[config.mk]
export PLATFORM = sky130hd
export DESIGN_NAME = instr_fetch_flat
export DESIGN_NICKNAME = d
export VERILOG_FILES = /design/src/rtl/instr_fetch_if.sv /design/src/rtl/instr_fetch.sv /design/src/flat_wrapper.sv
export SDC_FILE = /design/constraint.sdc
export NUM_CORES = 1
export LEC_CHECK = 0
export ABC_AREA = 1
export BUFFER_PORTS_ARGS = -buffer_cell sky130_fd_sc_hd__buf_2
export CORE_ASPECT_RATIO = 0.8
export CORE_UTILIZATION = 49
export DETAILED_ROUTE_END_ITERATION = 10
export GPL_TIMING_DRIVEN = 0
export PLACE_DENSITY_LB_ADDON = 0.25
export SYNTH_ARGS = -nofsm -noshare
export SYNTH_HDL_FRONTEND = slang
export SYNTH_SLANG_ARGS = --single-unit
[constraint.sdc]
create_clock -name clk -period 4.06 [get_ports clk]
set_clock_uncertainty 0.15 [all_clocks]
set_input_delay 0.203 -clock clk [delete_from_list [all_inputs] [get_ports clk]]
set_output_delay 0.203 -clock clk [all_outputs]
set_load 0.02 [all_outputs]
[src/rtl/instr_fetch_if.sv]
// rtl/instr_fetch_if.sv - fetch-unit bus bundling the ROM, decoder, branch and start/done signals
//
// Purpose: carries every non-clock/non-reset signal of instr_fetch.
//   master: the fetch unit (drives rom_addr, instruction, instr_ROM_ctr, instr_valid, done)
//   slave : its environment (drives start, stall, branch_taken, branch_target, rom_data)
// Signals:
//   start          1     pulse: begin execution at address 0
//   stall          1     hold current PC/instruction this cycle
//   branch_taken   1     taken branch/jump resolved for the current instruction
//   branch_target  PC_W  absolute branch target
//   rom_data       IW    combinational instruction ROM read data
//   rom_addr       PC_W  ROM address (= pc)
//   instruction    IW    word to decoder (rom_data while running, else 0)
//   instr_ROM_ctr  PC_W  index of the presented instruction (= pc)
//   instr_valid    1     high while running
//   done           1     high after the run ends, until next start or reset
interface instr_fetch_if #(
  parameter int PC_W = 12,
  parameter int IW   = 9
);
  logic            start;
  logic            stall;
  logic            branch_taken;
  logic [PC_W-1:0] branch_target;
  logic [IW-1:0]   rom_data;
  logic [PC_W-1:0] rom_addr;
  logic [IW-1:0]   instruction;
  logic [PC_W-1:0] instr_ROM_ctr;
  logic            instr_valid;
  logic            done;

  modport master (
    input  start, stall, branch_taken, branch_target, rom_data,
    output rom_addr, instruction, instr_ROM_ctr, instr_valid, done
  );

  modport slave (
    output start, stall, branch_taken, branch_target, rom_data,
    input  rom_addr, instruction, instr_ROM_ctr, instr_valid, done
  );
endinterface

[src/rtl/instr_fetch.sv]
// rtl/instr_fetch.sv - program counter and fetch sequencer feeding the control decoder
//
// Purpose: walks the instruction ROM from address 0 after start, following taken
//   branches, until a halt word, an out-of-range branch or the last program word.
// Ports:
//   clk          in   rising-edge clock
//   reset        in   synchronous, active-high reset (wins over everything)
//   bus          master side of instr_fetch_if (ROM, decoder, branch, start/done)
//   cycle_count  out  [15:0] RUN cycles since last start, saturating
//                     (present only when FETCH_CYCLE_CNT_EN is defined)
module instr_fetch #(
  parameter int              PC_W      = 12,
  parameter int              IW        = 9,
  parameter int              PROG_LEN  = 4096,
  parameter logic [IW-1:0]   HALT_WORD = {IW{1'b1}}
) (
  input  logic               clk,
  input  logic               reset,
`ifdef FETCH_CYCLE_CNT_EN
  instr_fetch_if.master      bus,
  output logic [15:0]        cycle_count
`else
  instr_fetch_if.master      bus
`endif
);

  typedef enum logic [1:0] {
    S_IDLE,
    S_RUN,
    S_DONE
  } state_t;

  // One extra bit so PROG_LEN == 2**PC_W is representable in the compare.
  localparam logic [PC_W:0]   LEN_EXT = (PC_W+1)'(PROG_LEN);
  localparam logic [PC_W-1:0] LAST_PC = PC_W'(PROG_LEN - 1);
  localparam logic [PC_W-1:0] PC_ONE  = PC_W'(1);

  state_t          state;
  logic [PC_W-1:0] pc;
  logic            is_halt;
  logic            target_ok;

  assign is_halt   = (bus.rom_data == HALT_WORD);
  assign target_ok = ({1'b0, bus.branch_target} < LEN_EXT);

  assign bus.rom_addr      = pc;
  assign bus.instr_ROM_ctr = pc;
  // ROM is combinational, so the word follows pc within the same cycle.
  assign bus.instruction   = (state == S_RUN) ? bus.rom_data : '0;

  always_ff @(posedge clk) begin
    if (reset) begin
      state           <= S_IDLE;
      pc              <= '0;
      bus.instr_valid <= 1'b0;
      bus.done        <= 1'b0;
    end else begin
      case (state)
        S_IDLE, S_DONE: begin
          if (bus.start) begin
            state           <= S_RUN;
            pc              <= '0;
            bus.instr_valid <= 1'b1;
            bus.done        <= 1'b0;
          end
        end
        S_RUN: begin
          // A stall swallows any branch; the datapath re-asserts it afterwards.
          if (bus.stall) begin
            pc <= pc;
          end else if (is_halt ||
                       (bus.branch_taken && !target_ok) ||
                       (!bus.branch_taken && pc == LAST_PC)) begin
            // pc stays on the last issued word so ctr freezes there.
            state           <= S_DONE;
            bus.instr_valid <= 1'b0;
            bus.done        <= 1'b1;
          end else if (bus.branch_taken) begin
            pc <= bus.branch_target;
          end else begin
            pc <= pc + PC_ONE;
          end
        end
        default: begin
          state           <= S_IDLE;
          pc              <= '0;
          bus.instr_valid <= 1'b0;
          bus.done        <= 1'b0;
        end
      endcase
    end
  end

`ifdef FETCH_CYCLE_CNT_EN
  always_ff @(posedge clk) begin
    if (reset) begin
      cycle_count <= '0;
    end else if (state != S_RUN && bus.start) begin
      cycle_count <= '0;
    end else if (state == S_RUN && cycle_count != 16'hFFFF) begin
      cycle_count <= cycle_count + 16'd1;
    end
  end
`endif

endmodule
[src/flat_wrapper.sv]
// flat-port wrapper written by rule: the top's interface ports become plain ports
module instr_fetch_flat 
#(
  parameter int              PC_W      = 12,
  parameter int              IW        = 9,
  parameter int              PROG_LEN  = 4096,
  parameter logic [IW-1:0]   HALT_WORD = {IW{1'b1}}
)
  (clk, reset, bus_start, bus_stall, bus_branch_taken, bus_branch_target, bus_rom_data, bus_rom_addr, bus_instruction, bus_instr_ROM_ctr, bus_instr_valid, bus_done);
  instr_fetch_if #(.PC_W(PC_W), .IW(IW)) bus_i ();
  input  logic clk;
  input  logic reset;
  input wire logic [$bits(bus_i.start)-1:0] bus_start;
  input wire logic [$bits(bus_i.stall)-1:0] bus_stall;
  input wire logic [$bits(bus_i.branch_taken)-1:0] bus_branch_taken;
  input wire logic [$bits(bus_i.branch_target)-1:0] bus_branch_target;
  input wire logic [$bits(bus_i.rom_data)-1:0] bus_rom_data;
  output wire logic [$bits(bus_i.rom_addr)-1:0] bus_rom_addr;
  output wire logic [$bits(bus_i.instruction)-1:0] bus_instruction;
  output wire logic [$bits(bus_i.instr_ROM_ctr)-1:0] bus_instr_ROM_ctr;
  output wire logic [$bits(bus_i.instr_valid)-1:0] bus_instr_valid;
  output wire logic [$bits(bus_i.done)-1:0] bus_done;
  assign bus_i.start = bus_start;
  assign bus_i.stall = bus_stall;
  assign bus_i.branch_taken = bus_branch_taken;
  assign bus_i.branch_target = bus_branch_target;
  assign bus_i.rom_data = bus_rom_data;
  assign bus_rom_addr = bus_i.rom_addr;
  assign bus_instruction = bus_i.instruction;
  assign bus_instr_ROM_ctr = bus_i.instr_ROM_ctr;
  assign bus_instr_valid = bus_i.instr_valid;
  assign bus_done = bus_i.done;
  instr_fetch #(.PC_W(PC_W), .IW(IW), .PROG_LEN(PROG_LEN), .HALT_WORD(HALT_WORD)) u_core (.clk(clk), .reset(reset), .bus(bus_i));
endmodule
==> results.yml <==
die:
  die_w_um: 57.4
  ioPinCount: 61
  placementRows: 15
  design.die.area_um2: 2650
  die_h_um: 46.3
  floorplan.initialDensity: 0.538
  placeableCoreArea_um2: 2230
setup_path:
  crit_end: "u_core.bus.instr_ROM_ctr[10]"
  required_ns: 4.13
  slowest_stage: "sky130_fd_sc_hd__nor2_1"
  type_of_element_capturing_the_critical_path: "register"
  rr_startpoint: "u_core.bus.instr_ROM_ctr[0]"
  startpoint_type: "register"
  worstPathCellList: "ha_1, nand3_4, nor2_4, nand2_2, nand3_1, nor2_1, nand2_1, a21oi_2"
  maximum_fanout_encountered_on_the_critical_timing_path: 7
  crit_buf_inv: 0
  setup.worst_path.class: "register to register"
  cp-startpoint: "u_core.bus.instr_ROM_ctr[0]"
  path_depth: 8
  cpLargestDelayFamily: "simple AND/OR/NAND/NOR gates"
  rr_endpoint: "u_core.bus.instr_ROM_ctr[10]"
  ff2ff_path_depth: 8
  critical_path.max_stage_delay_ns: 0.39
  data_arrival_time_of_the_worst_path_ns: 1.96
  setup_slack_on_the_worst_flop_to_flop_path_ns: 2.17
power:
  max-vdd-ir-drop_uv: 234
  p_total_mw: 0.554
  leakagePower_nw: 0.888
  power_per_cell_area_nw_per_um2: 353
final_layout:
  antennaDiodeCount: 0
  finalNetCount: 296
  utilization: 0.703
  final_cell_count_no_fill: 293
  highest_count_cells_in_the_layout_ignoring_fill_and_taps: "60 x sky130_fd_sc_hd__buf_2, 59 x sky130_fd_sc_hd__nand2_1, 33 x sky130_fd_sc_hd__nor2_1"
  layout-area-overhead-vs-synth_pct: 30.7
  drive_gt1_frac: 0.347
  layout_commonest_cell: "sky130_fd_sc_hd__buf_2"
  fillers: 208
logic_synthesis:
  synth_top_cell_by_area: "sky130_fd_sc_hd__dfxtp_1"
  synthMuxAreaShare: 0
  netlist_instances: 203
  postSynthNetCount: 230
  yosys_warnings: 0
  yosys.area_share.adder: 0.0104
  synth_xor_area_frac: 0.0365
  synth.ff_latch_count: 15
  compound_gate_fraction_of_synth_area: 0.100
  synth.yosys.seq_area_share: 0.250
  synth.cell_area_um2: 1200
  synth_top_family_by_area: "simple AND/OR/NAND/NOR gates"
  synth.top_cell.area_share: 0.250
  syn_area_per_cell_um2: 5.92
  synth_top_cells_by_area: "sky130_fd_sc_hd__dfxtp_1 25%, sky130_fd_sc_hd__nand2_1 18%, sky130_fd_sc_hd__nor2_1 10%"
  synth_cell_types: 22
  synthSimpleGateAreaFrac: 0.422
drt:
  ant_nets: 0
  detail_route.wirelength_mm: 2.91
  detail_route.drc_violations: 2
  post_drt_via_cell_ratio: 4.66
  route.detailed.wl_per_inst_um: 9.92
  firstDrtPassIters: 7
  drt_iter0_drc: 46
  routed-via-count: 1366
flow_run:
  max_cap_viols: 0
timing:
  finalWorstPathRequiredPeriod_ns: 1.89
  worstMarginPinSlew_ns: 0.600
  setup_viol_count_final: 0
  fin_tns_setup_ns: 0
  slew_violations: 0
  achievable-frequency_ghz: 0.530
  worst_slew_margin_rel: 0.600
  setup_repair_after_global_routing_missed_its_margin: "no"
  fin_crit_sh: 0.464
  timing_hold_violations_final: 0
placement:
  place.detailed.hpwl_mm: 2.21
  place.gp.congestion: 0.868
  place_inst: 288
  numPortBuffers: 60
cts:
  clk_pin_slew_worst_paths_ns: 0.11
  clk-insertion-delay-late_ns: 0.30
  tritoncts.num_buffers: 3
  clock-sinks: 15
  clock-root-buffer: "sky130_fd_sc_hd__clkbuf_4"
  htree_num_levels: 1
  cts.path.max_buffers: 2
  tritoncts: "done"
global_route:
  first_pass_grt_wire_length_mm: 4.49
  met1_usage: 0.306
  via_count_of_the_first_global_routing_pass: 1025
  grt.total_usage: 0.224
  grt_antenna_before_repair: 0
  globalRoute.busiestLayer: "met2"
  global_route_met3_usage: 0.0506
  grt_max_degree: 11
  gr_util_met2: 0.358
  overflow: 0
status:
  failed_checks: "design-rule violations"
  status: "finished, violations left"
hold_path:
  min-delay-path-class: "input pin to register"
-- repair_timing --
| action | in CTS | in global routing |
|---|---|---|
| hold buffers | 1 | 0 |
| endpoints found under the hold margin | 3 | 0 |
| gates resized for setup | 0 | 0 |
| setup buffers | 0 | 0 |
-- cells by family after synthesis --
kind of cell,after synthesis
simple gates,117
buf+inv,44
compound gates,21
flops,15
xor+xnor,5
fa+ha+maj,1
-- where the power goes --
part           leakage, nW  switching [mW]  internal, mW
Sequential           0.123          0.0266         0.168
Combinational        0.748           0.167         0.101
Clock               0.0177          0.0554        0.0368
Total                0.888           0.249         0.305
-- metrics by stage --
stage | hold WS, ns | cell area, um2 | worst slack (ns)
2_1_floorplan | 0.115 | 1200 | 2.29
3_3_place_gp | 0.282 | 1530 | 2.22
3_5_place_dp | 0.286 | 1530 | 2.21
4_1_cts | 0.0824 | 1570 | 2.18
5_1_grt | 0.123 | 1570 | 2.03
6_report | 0.0857 | 1570 | 2.17
-- layout make-up --
type | count | area (um2) | share of cell area
Clock buffer | 3 | 22.5 | 0.0143
Multi-Input combinational cell | 144 | 683 | 0.435
Clock inverter | 1 | 5.00 | 0.00319
Inverter | 27 | 101 | 0.0645
Buffer | 17 | 116 | 0.0741
Sequential cell | 15 | 300 | 0.191
Timing Repair Buffer | 61 | 310 | 0.198
Tap cell | 25 | 31.3 | 0.0199
-- registers in the layout, indices dropped and copies added (netlist names) --
name	cells
u_core.bus.done	1
u_core.bus.instr_ROM_ctr	12
u_core.state	1
u_core.bus.instr_valid	1
-- worst min path at each step --
stage	startpoint	to	depth (start not counted)
6_report	bus_branch_target[0]	u_core.bus.instr_ROM_ctr[0]	5
5_1_grt	bus_branch_target[0]	u_core.bus.instr_ROM_ctr[0]	5
4_1_cts	bus_branch_target[0]	u_core.bus.instr_ROM_ctr[0]	5
3_5_place_dp	reset	u_core.bus.instr_ROM_ctr[7]	2
3_3_place_gp	reset	u_core.bus.instr_ROM_ctr[7]	2
2_1_floorplan	reset	u_core.bus.instr_ROM_ctr[7]	1
-- metal layers --
layer  share of wire  vias to the layer above
met5               0                        -
met4           0.010                        0
met3           0.069                        6
met2            0.43                       44
met1            0.49                      575
li1                -                      741
-- tightest hold or removal path: cells and delay by family --
family                 cells  cell delay [ns]
AOI/OAI and AO/OA          1             0.06
and+or+nand+nor            3             0.18
buffers and inverters      1             0.07
-- cell usage after synthesis (all sizes together) --
cell type   n
xor2        4
o21bai      1
nand2      63
nand4       2
a21oi      12
inv        27
nor2       35
nand3      14
or2         3
o21ai       7
dfxtp      15
xnor2       1
buf        13
o22ai       1
clkbuf      4
ha          1
Power figures use the tool's default switching activity.
